## config.mk

```make
export PLATFORM = sky130hd
export DESIGN_NAME = hash_receiver
export DESIGN_NICKNAME = d
export VERILOG_FILES = /design/src/rtl/hash_receiver.sv
export SDC_FILE = /design/constraint.sdc
export NUM_CORES = 1
export LEC_CHECK = 0
export ABC_AREA = 1
export BUFFER_PORTS_ARGS = -buffer_cell sky130_fd_sc_hd__buf_2
export CAP_MARGIN = 40
export CORE_AREA = 4 4 243 245
export CTS_BUF_LIST = sky130_fd_sc_hd__clkbuf_2
export DETAILED_ROUTE_END_ITERATION = 7
export DIE_AREA = 0 0 247 249
export GPL_ROUTABILITY_DRIVEN = 0
export SYNTH_ARGS = -nofsm -noshare
export SYNTH_HDL_FRONTEND = slang
export SYNTH_SLANG_ARGS = --single-unit
```

## constraint.sdc

```tcl
create_clock -name Clock -period 11.4 [get_ports Clock]
set_input_delay 2.28 -clock Clock [delete_from_list [all_inputs] [get_ports Clock]]
set_output_delay 2.28 -clock Clock [all_outputs]
set_load 0.1 [all_outputs]
```

## src/rtl/hash_receiver.sv

```systemverilog
// ---------------------------------------------------------------------------
// hash_receiver
//   Receive end of the string-hash link. At reset it computes the 64-bit DJB2
//   hashes of the three dictionary words from the word ROMs, one character per
//   cycle. It then accepts 8-byte hashes (MSB first) over a valid/ready byte
//   interface and reports which dictionary word matched as a one-hot flag.
//
//   Ports:
//     Clock    in   1  rising-edge clock
//     Reset    in   1  asynchronous active-high reset
//     RxByte   in   8  incoming hash byte, most significant byte first
//     RxValid  in   1  RxByte valid this cycle
//     RxReady  out  1  a byte is accepted this cycle when RxValid is high
//     Z        out 64  last fully received hash
//     Wfound   out  3  match flags: bit2 word1, bit1 word2, bit0 word3
//     Done     out  1  one-cycle pulse when Z/Wfound update
//     NoMatch  out  1  last received hash matched no word
//
//   Also holds the shared character ROMs word1/word2/word3
//   (char out 8, index in 4; unused indices read 0).
// ---------------------------------------------------------------------------

module word1 (
    output logic [7:0] char,
    input  logic [3:0] index
);
    always_comb begin
        case (index)
            4'd0:    char = "a";
            4'd1:    char = "p";
            4'd2:    char = "p";
            4'd3:    char = "l";
            4'd4:    char = "e";
            4'd5:    char = "s";
            default: char = 8'h00;
        endcase
    end
endmodule

module word2 (
    output logic [7:0] char,
    input  logic [3:0] index
);
    always_comb begin
        case (index)
            4'd0:    char = "b";
            4'd1:    char = "a";
            4'd2:    char = "n";
            4'd3:    char = "a";
            4'd4:    char = "n";
            4'd5:    char = "a";
            4'd6:    char = "s";
            default: char = 8'h00;
        endcase
    end
endmodule

module word3 (
    output logic [7:0] char,
    input  logic [3:0] index
);
    always_comb begin
        case (index)
            4'd0:    char = "o";
            4'd1:    char = "r";
            4'd2:    char = "a";
            4'd3:    char = "n";
            4'd4:    char = "g";
            4'd5:    char = "e";
            4'd6:    char = "s";
            default: char = 8'h00;
        endcase
    end
endmodule

module hash_receiver #(
    parameter logic [63:0] SEED = 64'd5381,
    parameter int          LEN1 = 6,
    parameter int          LEN2 = 7,
    parameter int          LEN3 = 7
) (
    input  logic        Clock,
    input  logic        Reset,
    input  logic [7:0]  RxByte,
    input  logic        RxValid,
    output logic        RxReady,
    output logic [63:0] Z,
    output logic [2:0]  Wfound,
    output logic        Done,
    output logic        NoMatch
);

    typedef enum logic [1:0] {S_INIT, S_RECV, S_CMP} state_t;

    state_t      state_q;
    logic [1:0]  word_sel_q;
    logic [3:0]  idx_q;
    logic [2:0]  cnt_q;
    logic        rxready_q;
    logic [63:0] z_q;
    logic [2:0]  wfound_q;
    logic        done_q;
    logic        nomatch_q;

    logic [63:0] acc_q;
    logic [63:0] h1_q, h2_q, h3_q;
    logic [63:0] shift_q;

    logic [7:0]  c1, c2, c3;
    logic [7:0]  char_sel;
    logic [3:0]  last_idx;
    logic        last_char;
    logic [63:0] acc_base;
    logic [63:0] acc_d;

    word1 u_word1 (.char(c1), .index(idx_q));
    word2 u_word2 (.char(c2), .index(idx_q));
    word3 u_word3 (.char(c3), .index(idx_q));

    // The accumulator restarts from SEED at the first character of each word,
    // so it never needs a reset of its own.
    always_comb begin
        char_sel = c3;
        last_idx = 4'(LEN3 - 1);
        case (word_sel_q)
            2'd0: begin
                char_sel = c1;
                last_idx = 4'(LEN1 - 1);
            end
            2'd1: begin
                char_sel = c2;
                last_idx = 4'(LEN2 - 1);
            end
            default: begin
                char_sel = c3;
                last_idx = 4'(LEN3 - 1);
            end
        endcase
        last_char = (idx_q == last_idx);
        acc_base  = (idx_q == 4'd0) ? SEED : acc_q;
        acc_d     = (acc_base << 5) + acc_base + {56'd0, char_sel};
    end

    // Datapath registers: hash accumulation and the receive shift register.
    always_ff @(posedge Clock) begin
        if (state_q == S_INIT) begin
            acc_q <= acc_d;
            if (last_char) begin
                case (word_sel_q)
                    2'd0:    h1_q <= acc_d;
                    2'd1:    h2_q <= acc_d;
                    default: h3_q <= acc_d;
                endcase
            end
        end
        if (state_q == S_RECV && RxValid && rxready_q) begin
            shift_q <= {shift_q[55:0], RxByte};
        end
    end

    // Control FSM with registered outputs.
    always_ff @(posedge Clock or posedge Reset) begin
        if (Reset) begin
            state_q    <= S_INIT;
            word_sel_q <= 2'd0;
            idx_q      <= 4'd0;
            cnt_q      <= 3'd0;
            rxready_q  <= 1'b0;
            z_q        <= 64'd0;
            wfound_q   <= 3'b000;
            done_q     <= 1'b0;
            nomatch_q  <= 1'b0;
        end else begin
            done_q <= 1'b0;
            case (state_q)
                S_INIT: begin
                    if (last_char) begin
                        idx_q <= 4'd0;
                        if (word_sel_q == 2'd2) begin
                            word_sel_q <= 2'd0;
                            state_q    <= S_RECV;
                            rxready_q  <= 1'b1;
                        end else begin
                            word_sel_q <= word_sel_q + 2'd1;
                        end
                    end else begin
                        idx_q <= idx_q + 4'd1;
                    end
                end
                S_RECV: begin
                    if (RxValid && rxready_q) begin
                        cnt_q <= cnt_q + 3'd1;
                        // 8th byte: counter wraps 7 -> 0
                        if (cnt_q == 3'd7) begin
                            state_q   <= S_CMP;
                            rxready_q <= 1'b0;
                        end
                    end
                end
                S_CMP: begin
                    z_q       <= shift_q;
                    wfound_q  <= {shift_q == h1_q, shift_q == h2_q, shift_q == h3_q};
                    nomatch_q <= !((shift_q == h1_q) || (shift_q == h2_q) || (shift_q == h3_q));
                    done_q    <= 1'b1;
                    state_q   <= S_RECV;
                    rxready_q <= 1'b1;
                end
                default: begin
                    state_q   <= S_INIT;
                    rxready_q <= 1'b0;
                end
            endcase
        end
    end

    assign RxReady = rxready_q;
    assign Z       = z_q;
    assign Wfound  = wfound_q;
    assign Done    = done_q;
    assign NoMatch = nomatch_q;

endmodule

```

; ---- Yosys cells after proc, flatten, opt, wreduce, memory -nomap -nowiden
; Index checks and enable logic that the tools add are counted.
[op_classes]
add_sub_neg = 5
n_eq_ne = 19
mux = 19
bitwise = 1
reduce_logical = 19
[op_table]
columns = cell, n
row1 = $eq A64 B64 Y1, 3
row2 = $add A64 B64 Y64, 1
row3 = $add A64 B8 Y64, 1
row4 = $mux W64, 1
row5 = $pmux W7 S7, 1
row6 = $pmux W7 S5, 1
row7 = $pmux W7 S4, 1
row8 = $pmux W8 S2, 1
row9 = $eq A4 B3 Y1 const B, 3
row10 = $mux W2, 6
row11 = $reduce_and A3 Y1, 3
row12 = $eq A4 B2 Y1 const B, 2
row13 = $ne A2 B1 Y1 const B, 3
row14 = $pmux W2 S3, 1
row15 = $reduce_or A2 Y1, 3
row16 = $mux W1, 5
row17 = $add A4 B1 Y4 const B, 1
row18 = $eq A2 B1 Y1 const B, 2
row19 = $eq A2 B2 Y1 const B, 2
row20 = $eq A4 B1 Y1 const B, 1
row21 = $eq A4 B4 Y1, 1
row22 = $logic_not A2 Y1, 2
row23 = $logic_not A4 Y1, 1
row24 = $mux W4, 1
row25 = 12 further kinds, 16
[totals]
ff_bits = 401
input_bits = 11
elab_cells = 77

; ---- Logic depth before layout (Yosys ltp)
[depth]
ltp_word = 5
depth_mapped = 25
depth_no_buf = 25

; ---- By module
; Synthesis repeated with hierarchy kept, for this count alone.
[hier_totals]
cells_unflattened = 2581
area_unflattened_um2 = 22611.7
[by_module_without_submodules]
columns = mod, n_inst, cells_each, area_per_inst_um2, seq_area_each_um2
row1 = hash_receiver, 1, 2513, 22301.4, 11611.1
row2 = word3, 1, 23, 106.4, 0.0
row3 = word1, 1, 22, 102.6, 0.0
row4 = word2, 1, 23, 101.3, 0.0

; ---- Worst setup path after synthesis
; OpenSTA, ideal clock, no wires.
[synth_path]
path_type = register to register
startpoint = reg state_q[0]
endpoint = reg h1_q[0] (enable)
arrival_time_ns = 7.277
slack_ns = 3.637
path_stages_with_launch = 6
path_buffers = 1
period_less_slack_ns = 7.763
cell_sequence = dfrtp_1 nor2_1 inv_1 or2_0 clkbuf_1 nor2_1
[synth_via]
elab_chain_len = 2
[synth_rtl]
columns = item, line_no
row1 = start: declaration, 95  ; state_t state_q;
row2 = start signal: assignment, 164  ; state_q <= S_INIT;
row3 = start signal: assignment, 181  ; state_q <= S_RECV;
row4 = start signal: assignment, 195  ; state_q <= S_CMP;
row5 = $logic_not A2 Y1, 146  ; if (state_q == S_INIT) begin
row6 = $reduce_and A3 Y1 (no line), n/a
row7 = end signal: assignment, 150  ; 2'd0: h1_q <= acc_d;
row8 = end: declaration, 106  ; logic [63:0] h1_q, h2_q, h3_q;
; Every way passes these cells.
; A chain may end at the register's enable or synchronous reset.

; ---- Worst setup path after layout
[layout_path]
startpoint = reg idx_q[0]
endpoint = reg h3_q[58], data pin
[layout_via]
elab_chain_len = 5
[layout_rtl]
columns = item, line_no
row1 = start: declaration, 97  ; logic [3:0] idx_q;
row2 = start signal: assignment, 187  ; idx_q <= idx_q + 4'd1;
row3 = "parallel branches: the longest is 4 deep, another holds $add A64 B64 Y64", n/a
row4 = $add A64 B8 Y64 (*), 141  ; acc_d = (acc_base << 5) + acc_base + {56'd0, char_sel};
row5 = net acc_d[58], 114  ; logic [63:0] acc_d;
row6 = end signal: assignment, 152  ; default: h3_q <= acc_d;
row7 = end: declaration, 106
; Mark *: on every way through the listed nets, which the timed path passes.

==> results_dict.tcl <==
set metrics [dict create \
    status "finished clean" \
    portBuffers 80 \
    die_w_um 247 \
    synth_warnings 0 \
    clock-sinks 400 \
    top_layer "met4" \
    fin_nets 2905 \
    avgSynthCellArea_um2 8.709 \
    antenna_found_initial 1 \
    synth_top_family_by_area "simple AND/OR/NAND/NOR gates" \
    antenna_left 0 \
    syn-cell-area_um2 22580 \
    synth_adder_area_share 0.07414 \
    synthCells 2593 \
    die_h_um 249 \
    clockBufferDepth 3 \
    worstMarginPinSlew_ns 0.9292 \
    drt-met1-wl_um 26910 \
    start_util 0.3952 \
    fmax_mhz 214.4 \
    nFillCells 5520 \
    synth_top_area_frac 0.4255 \
    htree_levels 3 \
    avgViaCountPerCell 4.772 \
    grt_pass1_vias 16563 \
    drive_gt1_frac 0.1164 \
    grt_max_degree 80 \
    pin_count 81 \
    clkLatencyLatePin_ns 1.14 \
    dr_wl_met3_um 3334 \
    synth_compound_area_frac 0.03463 \
    start_kind "flop" \
    place_area_um2 24060 \
    post_cts_resize_count 0 \
    rsz0062_at_grt "no" \
    core-area_um2 57140 \
    cts_tree "done" \
    worstPathMaxFanout 65 \
    post_cts.repair.setup_buffers 0 \
    syn_nets 2736 \
    via_count 17227 \
    finalHoldViolations 0 \
    wl_met2_um 26290 \
    dpl_worst_slack_ns 6.904 \
    ys_ff_latch 400 \
    yosysTopAreaCell "edfxtp_1" \
    dp_hpwl_um 44920 \
    path_class "flop to flop" \
    num_rows 88 \
    cts-root-buf "clkbuf_2" \
    finish.instance_area_um2 25010 \
    wl_per_cell_um 16.06 \
    drtIter0Drc 1376 \
    skew_ns 0.1157 \
    fin_util 0.4377 \
    hold_buffers 0 \
    synth_xor_area_frac 0.06865 \
    drv_cap 0 \
    syn_to_final_growth_pct 10.77 \
    yosysUniqueCellTypes 41 \
    cp.arrival_ns 5.39 \
    dr.pass1.iters 6 \
    synthTopCellsByArea "edfxtp_1, nand2_1, dfrtp_1" \
    setup_slack_ns 6.736 \
    holdCritPathClass "flop to flop" \
    setup_tns_ns 0 \
    die_area_um2 61500 \
    yosysSeqAreaShare 0.5142 \
    required_ns 12.12 \
    setup_viol 0 \
    grt-ovfl-total 0 \
    grt_usage 0.1874 \
    drt_wl_total_um 57980 \
    drcViolationCount 0 \
    path_clk_slew_ns 0.10 \
    cp-end-kind "flop" \
    drv_slew 0 \
    finalCritPeriodShare 0.4091 \
    min_period_ns 4.664 \
    synth-simple-area-share 0.2337 \
    cts_buffers 97 \
    synth.area.mux_share 0 \
    grt_pass1_wl_um 90630 \
    slew_headroom 0.3805 \
]
state kept, by name (all words and copies together) (netlist names):
signal and cells:
NoMatch 1, cnt_q 3, h2_q 64, word_sel_q 2, idx_q 4, state_q 2
h1_q 64, shift_q 64, Wfound 3, acc_q 64, Z 64, Done 1
h3_q 64
path summary, 6_finish.rpt:
path                                           start                  to  slack [ns]  depth (start not counted)
min in group asynchronous                      Reset    Z[6]$_DFFE_PP0P_        1.21                          2
worst max-delay path            idx_q[0]$_DFFE_PP0P_  h3_q[58]$_DFFE_PP_        6.74                         24
worst min-delay path                Z[5]$_DFFE_PP0P_    Z[5]$_DFFE_PP0P_        0.47                          2
max in group asynchronous                      Reset   Z[53]$_DFFE_PP0P_        9.07                          3
worst min register to register      Z[5]$_DFFE_PP0P_    Z[5]$_DFFE_PP0P_        0.47                          2
worst max register to register  idx_q[0]$_DFFE_PP0P_  h3_q[58]$_DFFE_PP_        6.74                         24
critical path: stages (launching register included):
cell,delay [ns]
dfrtp_1,0.44
inv_1,0.10
ha_1,0.22
nand2_1,0.23
clkinv_1,0.10
buf_4,0.32
nor2_1,0.25
nand3_1,0.09
nor3_1,0.14
nand3b_1,0.19
inv_1,0.08
fa_1,0.45
ha_1,0.37
nand2_1,0.13
inv_1,0.06
nand2_1,0.06
nand2_1,0.04
nand2_1,0.06
nand3_2,0.09
nand2_1,0.08
nand3_1,0.28
nand2_1,0.18
nand2_1,0.06
nand2_1,0.06
nand2_1,0.19
cells by family (layout without fill, tap and decap cells):
| kind of cell | count (synthesis) | count (layout) |
|---|---|---|
| AO/OA/AOI/OAI | 146 | 146 |
| XOR/XNOR | 177 | 177 |
| adder cells (fa/ha/maj) | 132 | 132 |
| buffers and inverters | 445 | 696 |
| flip-flops | 400 | 400 |
| other | 0 | 1 |
| AND/OR/NAND/NOR | 1293 | 1293 |
per-layer routing:
layer  vias up  track usage
met5         -            0
met4         0      0.06387
met3        85      0.03025
met2       499       0.2926
met1      8088       0.2659
li1       8555            -
cell usage in the layout, fill, tap and decap left out, drive strengths merged, types with 4 or more instances in the layout:
cell type  instances
inv              420
buf               93
o21ai             64
ha               129
dfrtp             80
nand2            939
nor2             247
xor2              42
or2                6
nand3             66
clkinv            41
nand3b             4
o21bai            11
clkbuf           137
xnor2            135
nor4               8
a21oi             67
nand4             14
edfxtp           320
nor3               9
synthesized netlist by cell type, drive strengths merged:
master	n
dfrtp	80
clkinv	2
nor4	8
xnor2	135
nand4	14
nand3b	4
nand3	66
or2	6
xor2	42
fa	3
o21bai	11
o2111ai	1
inv	420
edfxtp	320
ha	129
o41ai	1
nor2	247
buf	14
a21oi	67
o31ai	1
o21ai	64
nor3	9
a211oi	1
clkbuf	9
nand2	939
final cells by class:
type,count,area [um2],share of cell area
timing repair buffer,93,578.1,0.02311
clock buffer,137,685.7,0.02741
sequential,400,11610,0.4642
multi-input combinational,1748,9323,0.3727
tap,765,957.2,0.03827
antenna,1,2.502,0.0001000
inverter,422,1587,0.06343
clock inverter,44,270.3,0.01080
per-stage QoR:
| stage | hold slack, ns | std cells |
|---|---|---|
| 3_3_place_gp | 0.4482 | 3424 |
| 2_1_floorplan | 0.4459 | 2593 |
| 3_5_place_dp | 0.4538 | 3428 |
| 5_1_grt | 0.5052 | 3610 |
| 6_report | 0.4729 | 3610 |
| 4_1_cts | 0.4764 | 3609 |
Power is not shown: default switching activity piles up to over one toggle a cycle in this logic, so the estimate is an artifact.
